### config.mk
export PLATFORM = sky130hd
export DESIGN_NAME = seg_scan_decoder
export DESIGN_NICKNAME = d
export VERILOG_FILES = /design/src/rtl/seg_scan_decoder.sv
export SDC_FILE = /design/constraint.sdc
export NUM_CORES = 1
export LEC_CHECK = 0
export CORE_ASPECT_RATIO = 0.9
export CORE_MARGIN = 4
export CORE_UTILIZATION = 52
export DETAILED_ROUTE_END_ITERATION = 8
export PLACE_DENSITY = 0.7
export SYNTH_ARGS = -nofsm -noshare
export SYNTH_HDL_FRONTEND = slang
export SYNTH_SLANG_ARGS = --single-unit
### constraint.sdc
create_clock -name clk -period 5.18 [get_ports clk]
set_input_delay 1.554 -clock clk [delete_from_list [all_inputs] [get_ports clk]]
set_output_delay 1.554 -clock clk [all_outputs]
set_load 0.05 [all_outputs]
### src/rtl/seg_scan_decoder.sv
// seg_scan_decoder: decodes a multiplexed 8-digit 7-segment scan into a judge code; optional SEG_DEC_CONFIRM_EN requires two agreeing frames
module seg_scan_decoder #(
  parameter int SETTLE = 4,
  parameter int TO_W   = 18
) (
  input  logic       clk,
  input  logic       rst,
  input  logic [7:0] i_seg,
  input  logic [7:0] i_com,
  output logic [1:0] o_judge,
  output logic       o_valid,
  output logic       o_frame_err,
  output logic       o_stall
);
  localparam logic [63:0] P_PERFECT = 64'h0C06AF0E064607FF;
  localparam logic [63:0] P_NORMAL  = 64'hABA3AFAB0887FFFF;
  localparam logic [63:0] P_MISS    = 64'hFFFFABF91212FFFF;
  localparam logic [63:0] P_IDLE    = 64'hFFFFFFFFFFFFFFFF;
  localparam logic [3:0]  L_SET     = SETTLE[3:0];
  logic [7:0]      r_seg, r_com, r_com_d, r_seen;
  logic [7:0]      r_buf [8];
  logic [3:0]      r_cnt;
  logic [TO_W-1:0] r_to;
  logic            r_done, r_ok;
  logic [1:0]      r_code;
`ifdef SEG_DEC_CONFIRM_EN
  logic            r_cand_v;
  logic [1:0]      r_cand;
`endif
  logic            w_chg, w_hit, w_one, w_blank, w_ill_hit, w_cap, w_full, w_sat, w_match;
  logic [3:0]      w_cnt;
  logic [7:0]      w_zero;
  logic [2:0]      w_idx;
  logic [63:0]     w_frame;
  logic [1:0]      w_code;
  // dwell tracking, com legality and frame matching
  always_comb begin
    w_chg     = r_com != r_com_d;
    w_cnt     = w_chg ? 4'd1 : (r_cnt == 4'hF ? r_cnt : r_cnt + 4'd1);
    w_hit     = (w_cnt == L_SET) && (w_chg || r_cnt != L_SET);
    w_zero    = ~r_com;
    w_blank   = r_com == 8'hFF;
    w_one     = !w_blank && ((w_zero & (w_zero - 8'd1)) == 8'd0);
    w_ill_hit = w_hit && !w_blank && !w_one;
    w_cap     = w_hit && w_one;
    w_full    = r_seen == 8'hFF;
    w_sat     = &r_to;
    w_idx     = 3'd0;
    for (int k = 0; k < 8; k++) if (!r_com[k]) w_idx = k[2:0];
    for (int k = 0; k < 8; k++) w_frame[k*8 +: 8] = r_buf[k];
    w_code    = w_frame == P_PERFECT ? 2'b11 : w_frame == P_NORMAL ? 2'b10 : w_frame == P_MISS ? 2'b01 : 2'b00;
    w_match   = w_frame == P_PERFECT || w_frame == P_NORMAL || w_frame == P_MISS || w_frame == P_IDLE;
  end
  assign o_stall = w_sat;
  // input registers, settle counter and saturating stall counter
  always_ff @(posedge clk or posedge rst) begin
    if (rst) begin
      r_seg   <= 8'hFF;
      r_com   <= 8'hFF;
      r_com_d <= 8'hFF;
      r_cnt   <= 4'd0;
      r_to    <= '0;
    end else begin
      r_seg   <= i_seg;
      r_com   <= i_com;
      r_com_d <= r_com;
      r_cnt   <= w_cnt;
      r_to    <= w_chg ? '0 : (w_sat ? r_to : r_to + 1'b1);
    end
  end
  // digit capture into the buffer and seen-mask bookkeeping
  always_ff @(posedge clk or posedge rst) begin
    if (rst) begin
      r_seen <= 8'h00;
      for (int k = 0; k < 8; k++) r_buf[k] <= 8'hFF;
    end else begin
      if (w_cap) r_buf[w_idx] <= r_seg;
      if (w_ill_hit || w_sat) r_seen <= 8'h00;
      else if (w_cap) r_seen <= (w_full ? 8'h00 : r_seen) | (8'h01 << w_idx);
      else if (w_full) r_seen <= 8'h00;
    end
  end
  // frame result pipeline; an illegal com wins over a result landing on the same edge
  always_ff @(posedge clk or posedge rst) begin
    if (rst) begin
      r_done      <= 1'b0;
      r_ok        <= 1'b0;
      r_code      <= 2'b00;
      o_judge     <= 2'b00;
      o_valid     <= 1'b0;
      o_frame_err <= 1'b0;
`ifdef SEG_DEC_CONFIRM_EN
      r_cand_v    <= 1'b0;
      r_cand      <= 2'b00;
`endif
    end else begin
      r_done      <= w_full && !w_ill_hit;
      r_ok        <= w_match;
      r_code      <= w_code;
      o_valid     <= 1'b0;
      o_frame_err <= w_ill_hit;
      if (!w_ill_hit && r_done) begin
        if (!r_ok) begin
          o_frame_err <= 1'b1;
`ifdef SEG_DEC_CONFIRM_EN
          r_cand_v    <= 1'b0;
`endif
        end else begin
`ifdef SEG_DEC_CONFIRM_EN
          if (r_code == o_judge) r_cand_v <= 1'b0;
          else if (r_cand_v && r_cand == r_code) begin
            o_judge  <= r_code;
            o_valid  <= 1'b1;
            r_cand_v <= 1'b0;
          end else begin
            r_cand   <= r_code;
            r_cand_v <= 1'b1;
          end
`else
          o_judge <= r_code;
          o_valid <= 1'b1;
`endif
        end
      end
    end
  end
endmodule

# ---- After elaboration in Yosys (flattened, before gate mapping)
# Index checks and enable logic that the tools add are counted.
dict set report op_classes {
  addsub 3
  mul 0
  n_div 0
  n_lt_le_gt_ge 2
  n_eq_ne 11
  shifts 1
  n_mux 24
  bitwise_logic 4
  n_reduce_logical 19
}
# operator n
set ops {}
lappend ops {{64-bit equality test (second input constant)} 3}
lappend ops {{64-bit bitwise mux} 1}
lappend ops {{64-bit by 60-bit equality test with 1-bit output (second input constant)} 1}
lappend ops {{18-bit 2-to-1 mux} 2}
lappend ops {{8-bit 2-to-1 mux} 4}
lappend ops {{8-bit demux with 3-bit select} 1}
lappend ops {{18-bit by 1-bit adder with 18-bit output (second input constant)} 1}
lappend ops {{3-bit 2-to-1 mux} 6}
lappend ops {{18-bit AND reduction} 1}
lappend ops {{8-bit equality test (second input constant)} 2}
lappend ops {{8-bit AND} 1}
lappend ops {{1-bit logical AND} 8}
lappend ops {{8-bit logical NOT} 1}
lappend ops {{4-bit 2-to-1 mux} 2}
lappend ops {{8-bit inequality test} 1}
lappend ops {{8-bit NOT} 1}
lappend ops {{8-bit OR} 1}
lappend ops {{1-bit by 3-bit << shifter with 8-bit output (first input constant)} 1}
lappend ops {{8-bit by 1-bit subtractor with 8-bit output (second input constant)} 1}
lappend ops {{1-bit 2-to-1 mux} 6}
lappend ops {{1-bit logical OR} 5}
lappend ops {{4-bit by 1-bit adder with 4-bit output (second input constant)} 1}
lappend ops {{4-bit by 3-bit equality test with 1-bit output (second input constant)} 1}
lappend ops {{4-bit equality test (second input constant)} 1}
lappend ops {{other kinds (8)} 11}
dict set report totals {
  regBits 126
  latchBits 0
  ram_bits 0
  rom_bits 0
  input_bits 18
  wordCells 84
  n_memories 0
}

# ---- Longest topological paths before layout
dict set report depth {
  ltp_word 13
  mapped_depth 9
  ltp_nobuf 7
}

# ---- Worst setup path before layout
# Ideal clock, no wire load.
dict set report synth_timing {
  path_kind {reg-to-output}
  from {register r_to[0]}
  to {output o_stall}
  arrival_time_ns 1.596
  t_required_ns 3.626
  setup_slack_ns 2.030
  path_stages_with_launch 5
  cell_sequence {dfrtp_1 -> ha_1 -> and2_1 -> nand4_1 -> nor2_1}
}
dict set report synth_between {
  elab_chain_len 1
}
# element line_no
set synth_rtl {}
lappend synth_rtl {{start, declared} 23} ;# logic [TO_W-1:0] r_to;
lappend synth_rtl {{start signal, assigned} 68} ;# r_to <= w_chg ? '0 : (w_sat ? r_to : r_to + 1'b1);
lappend synth_rtl {{18-bit AND reduction} 47} ;# w_sat = &r_to;
lappend synth_rtl {{end, declared} 13} ;# output logic o_stall
# No other way between the ends.

# ---- Worst setup path after layout
# Ends and elaborated chain as after synthesis.

==> impl_metrics.json <==
{
  "crit_path_top_delay_cell": "clkdlybuf4s50_1",
  "floorplan.die.width_um": 118,
  "vdd_ir_drop_max_v": 0.000291,
  "worst_setup_path_start_kind": "register",
  "finish.utilization_pct": 62.9,
  "power_per_cell_area_mw_per_mm2": 346,
  "fp.coreArea_mm2": 0.0104,
  "clock_latency_ps": 400,
  "cts_hold_buf": 0,
  "synth_largest_area_cell": "dfstp_2",
  "via_count": 3549,
  "floorplan.initialDensity_pct": 54.4,
  "clockRootBuffer": "clkbuf_16",
  "yosys_warnings": 0,
  "dpl-instance-area_mm2": 0.00595,
  "netlist_instances": 432,
  "drt_drc_violations_left": 0,
  "die-area_mm2": 0.0126,
  "timing.setup.critical_path_class": "register to output port",
  "dominant_cells_by_area_after_synthesis": "dfstp_2 (41%), dfrtp_1 (17%), mux2_4 (6.1%), mux2_1 (4.6%), mux2_2 (4.0%)",
  "final_nets": 476,
  "worst-slew-pin-transition_ps": 1190,
  "r2r_cells": 7,
  "synth-edff-count": 0,
  "worst-endpoint-arrival_ps": 2850,
  "clk_transition_reported_paths_ps": 60,
  "placedCellCount": 565,
  "maxCapViolations": 0,
  "timing.critical_path.fanout_max": 12,
  "slowest_delay_ps": 870,
  "timing.slew.headroom_pct": 19.7,
  "fin_crit_sh_pct": 85.0,
  "report.final.hold_viol_count": 0,
  "synth.most_common_cell": "dfstp_2",
  "ys.flop_type": "dfstp_2",
  "finalCriticalPeriod_ps": 4400,
  "placement.io_buffers": 22,
  "hpwl_um": 7180,
  "timing.clock.skew_ps": 5.92,
  "maxSlewViolCount": 0,
  "finalSetupViolations": 0,
  "synth_async_sr_flop_share_pct": 100,
  "filler_cell_count": 784,
  "postRouteAntennaNets": 0,
  "avgRoutedWirePerCell_um": 18.1,
  "maxClockFrequency_ghz": 0.227,
  "final.setup.tns_ps": 0,
  "clock_tree.buffer_depth": 2,
  "path_delay_family": "simple AND/OR/NAND/NOR gates",
  "mappedNetlistNets": 453,
  "grt_pass1_wl_um": 18400,
  "drtIter0Drc": 242,
  "finalNonFillerCells": 597,
  "synth_top_area_share_pct": 40.8,
  "power.static_leakage_uw": 0.00276,
  "cp_cell_sequence": "ha_1, and2_1, nand4_1, nor2_1, clkdlybuf4s50_1",
  "cts-htree-levels": 4,
  "first_global_vias": 3581,
  "syn-mean-instance-area_um2": 13.1,
  "pin_count": 23,
  "ys_ff_latch": 126,
  "synth_seq_area_share_pct": 57.6,
  "syn_area_mm2": 0.00567,
  "critical_path_cell_count": 5,
  "cts_repair_resize_count": 0,
  "vias_per_cell": 5.94,
  "grt_overflow_total": 0,
  "chipHeight_um": 107,
  "worst-path-buf-inv": 1,
  "worst-r2r-setup-slack_ps": 2090,
  "clock_net_sink_count": 126,
  "antenna-diode-count": 0,
  "detail_route.wirelength_um": 10800,
  "yosys-top-cells-count": "dfstp_2 (88), dfrtp_1 (38)",
  "required_ps": 3630,
  "grt_antenna_before_repair": 0,
  "run_status": "finished, final reports clean",
  "routabilityCongestion": 0.800,
  "postCtsSetupBuffers": 0,
  "tritoncts_clock_tree": "done",
  "rsz_0062_raised_after_global_routing": "no",
  "layout-drive-gt1-share_pct": 37.8,
  "synth.lib_cells_used.distinct": 58,
  "syn_to_final_growth_pct": 15.7,
  "min_path_type": "register to register",
  "maximum_number_of_pins_on_one_net_before_global_route_repair": 79,
  "globalRouteTotalUtil_pct": 18.4,
  "worst_setup_path_end_kind": "output port",
  "postLayoutCellArea_mm2": 0.00655,
  "drt_first_pass_iters": 7,
  "num_rows": 35,
  "numCtsBuffers": 17,
  "worst_hold_path.num_cells": 0
}
==> worst paths after layout <==
check / start / to
setup / recovery: r_to[0] / o_stall
hold / removal: r_com[0] / r_com_d[0]
setup reg to reg: r_cnt[0] / r_buf[44]
hold reg to reg: r_com[0] / r_com_d[0]
max in group asynchronous: rst / r_buf[19]
min in group asynchronous: rst / r_cnt[3]
==> report_power, final <==
group          leakage [µW]  internal [µW]  total, µW  switching, µW
clock network      0.000294            771       1200            425
logic               0.00103           20.2       48.5           28.3
registers           0.00144           1010       1020           18.3
total               0.00276           1800       2270            471
==> registers in the layout, summed over array words and instances (netlist names) <==
register,cells
r_buf,64
r_cnt,4
r_to,18
o_judge,2
r_com,8
o_frame_err,1
r_done,1
r_com_d,8
r_code,2
r_ok,1
r_seen,8
r_seg,8
o_valid,1
==> worst reg2reg max path, cell delays in order (launching register included) <==
cell and delay (ps):
dfrtp_1 450, inv_1 70, ha_1 320, or3b_1 350
o211ai_1 130, nand4_2 360, or4_1 920, mux2_4 420
==> stage by stage <==
stage	power, µW	setup slack [ps]	hold slack, ps
6_report	2270	779	390
5_1_grt	2350	645	400
4_1_cts	2290	781	393
3_5_place_dp	1090	1240	384
3_3_place_gp	1090	1250	384
2_1_floorplan	1060	416	352
==> cell type report <==
type,count,area [µm²],area share (%)
clock buffer,19,443,6.76
clock inverter,13,163,2.48
inverter,7,28.8,0.439
multi-input combinational,279,2260,34.5
sequential,126,3260,49.8
tap,129,161,2.46
timing repair buffer,24,235,3.59
==> layer usage <==
metal / wire [µm] / global-route usage [%] / vias to the layer above
met2: 5000 / 28.3 / 77
met4: 118 / 5.61 / 0
li1: - / - / 1643
met3: 420 / 4.85 / 13
met1: 5240 / 25.6 / 1816
met5: 0 / 0 / -
==> cells in the final DEF, fill, tap and decap left out, drive strengths merged, types with 2 or more instances in the layout <==
cell / netlist / layout
clkbuf: 6 / 19
clkdlybuf4s50: 0 / 22
and2: 6 / 6
buf: 14 / 2
dfstp: 88 / 88
or4b: 4 / 4
o2111ai: 4 / 4
inv: 7 / 10
or3: 3 / 3
a21o: 2 / 2
nor3: 12 / 12
nor3b: 2 / 2
and3: 5 / 5
a21oi: 13 / 13
mux2: 66 / 66
dfrtp: 38 / 38
clkinv: 0 / 5
nand2: 18 / 18
nand4: 25 / 25
nand3: 8 / 8
o211ai: 4 / 4
nand4b: 6 / 6
xor2: 21 / 21
a31oi: 2 / 2
nor2: 23 / 23
or2: 2 / 2
mux2i: 3 / 3
nor4: 11 / 11
or4: 6 / 6
o21ai: 7 / 7
bufinv: 0 / 3
and4: 6 / 6
ha: 3 / 3
clkinvlp: 0 / 2
==> logic make-up after synthesis <==
kind of cell,after synthesis,share of synthesized area (%)
flip-flops,126,57.6
multiplexers,69,15.2
adder cells (fa/ha/maj),4,0.839
AO/OA/AOI/OAI,41,4.81
AND/OR/NAND/NOR,143,15.5
XOR/XNOR,22,3.53
buffers and inverters,27,2.54
(Power assumes the default switching activity.)
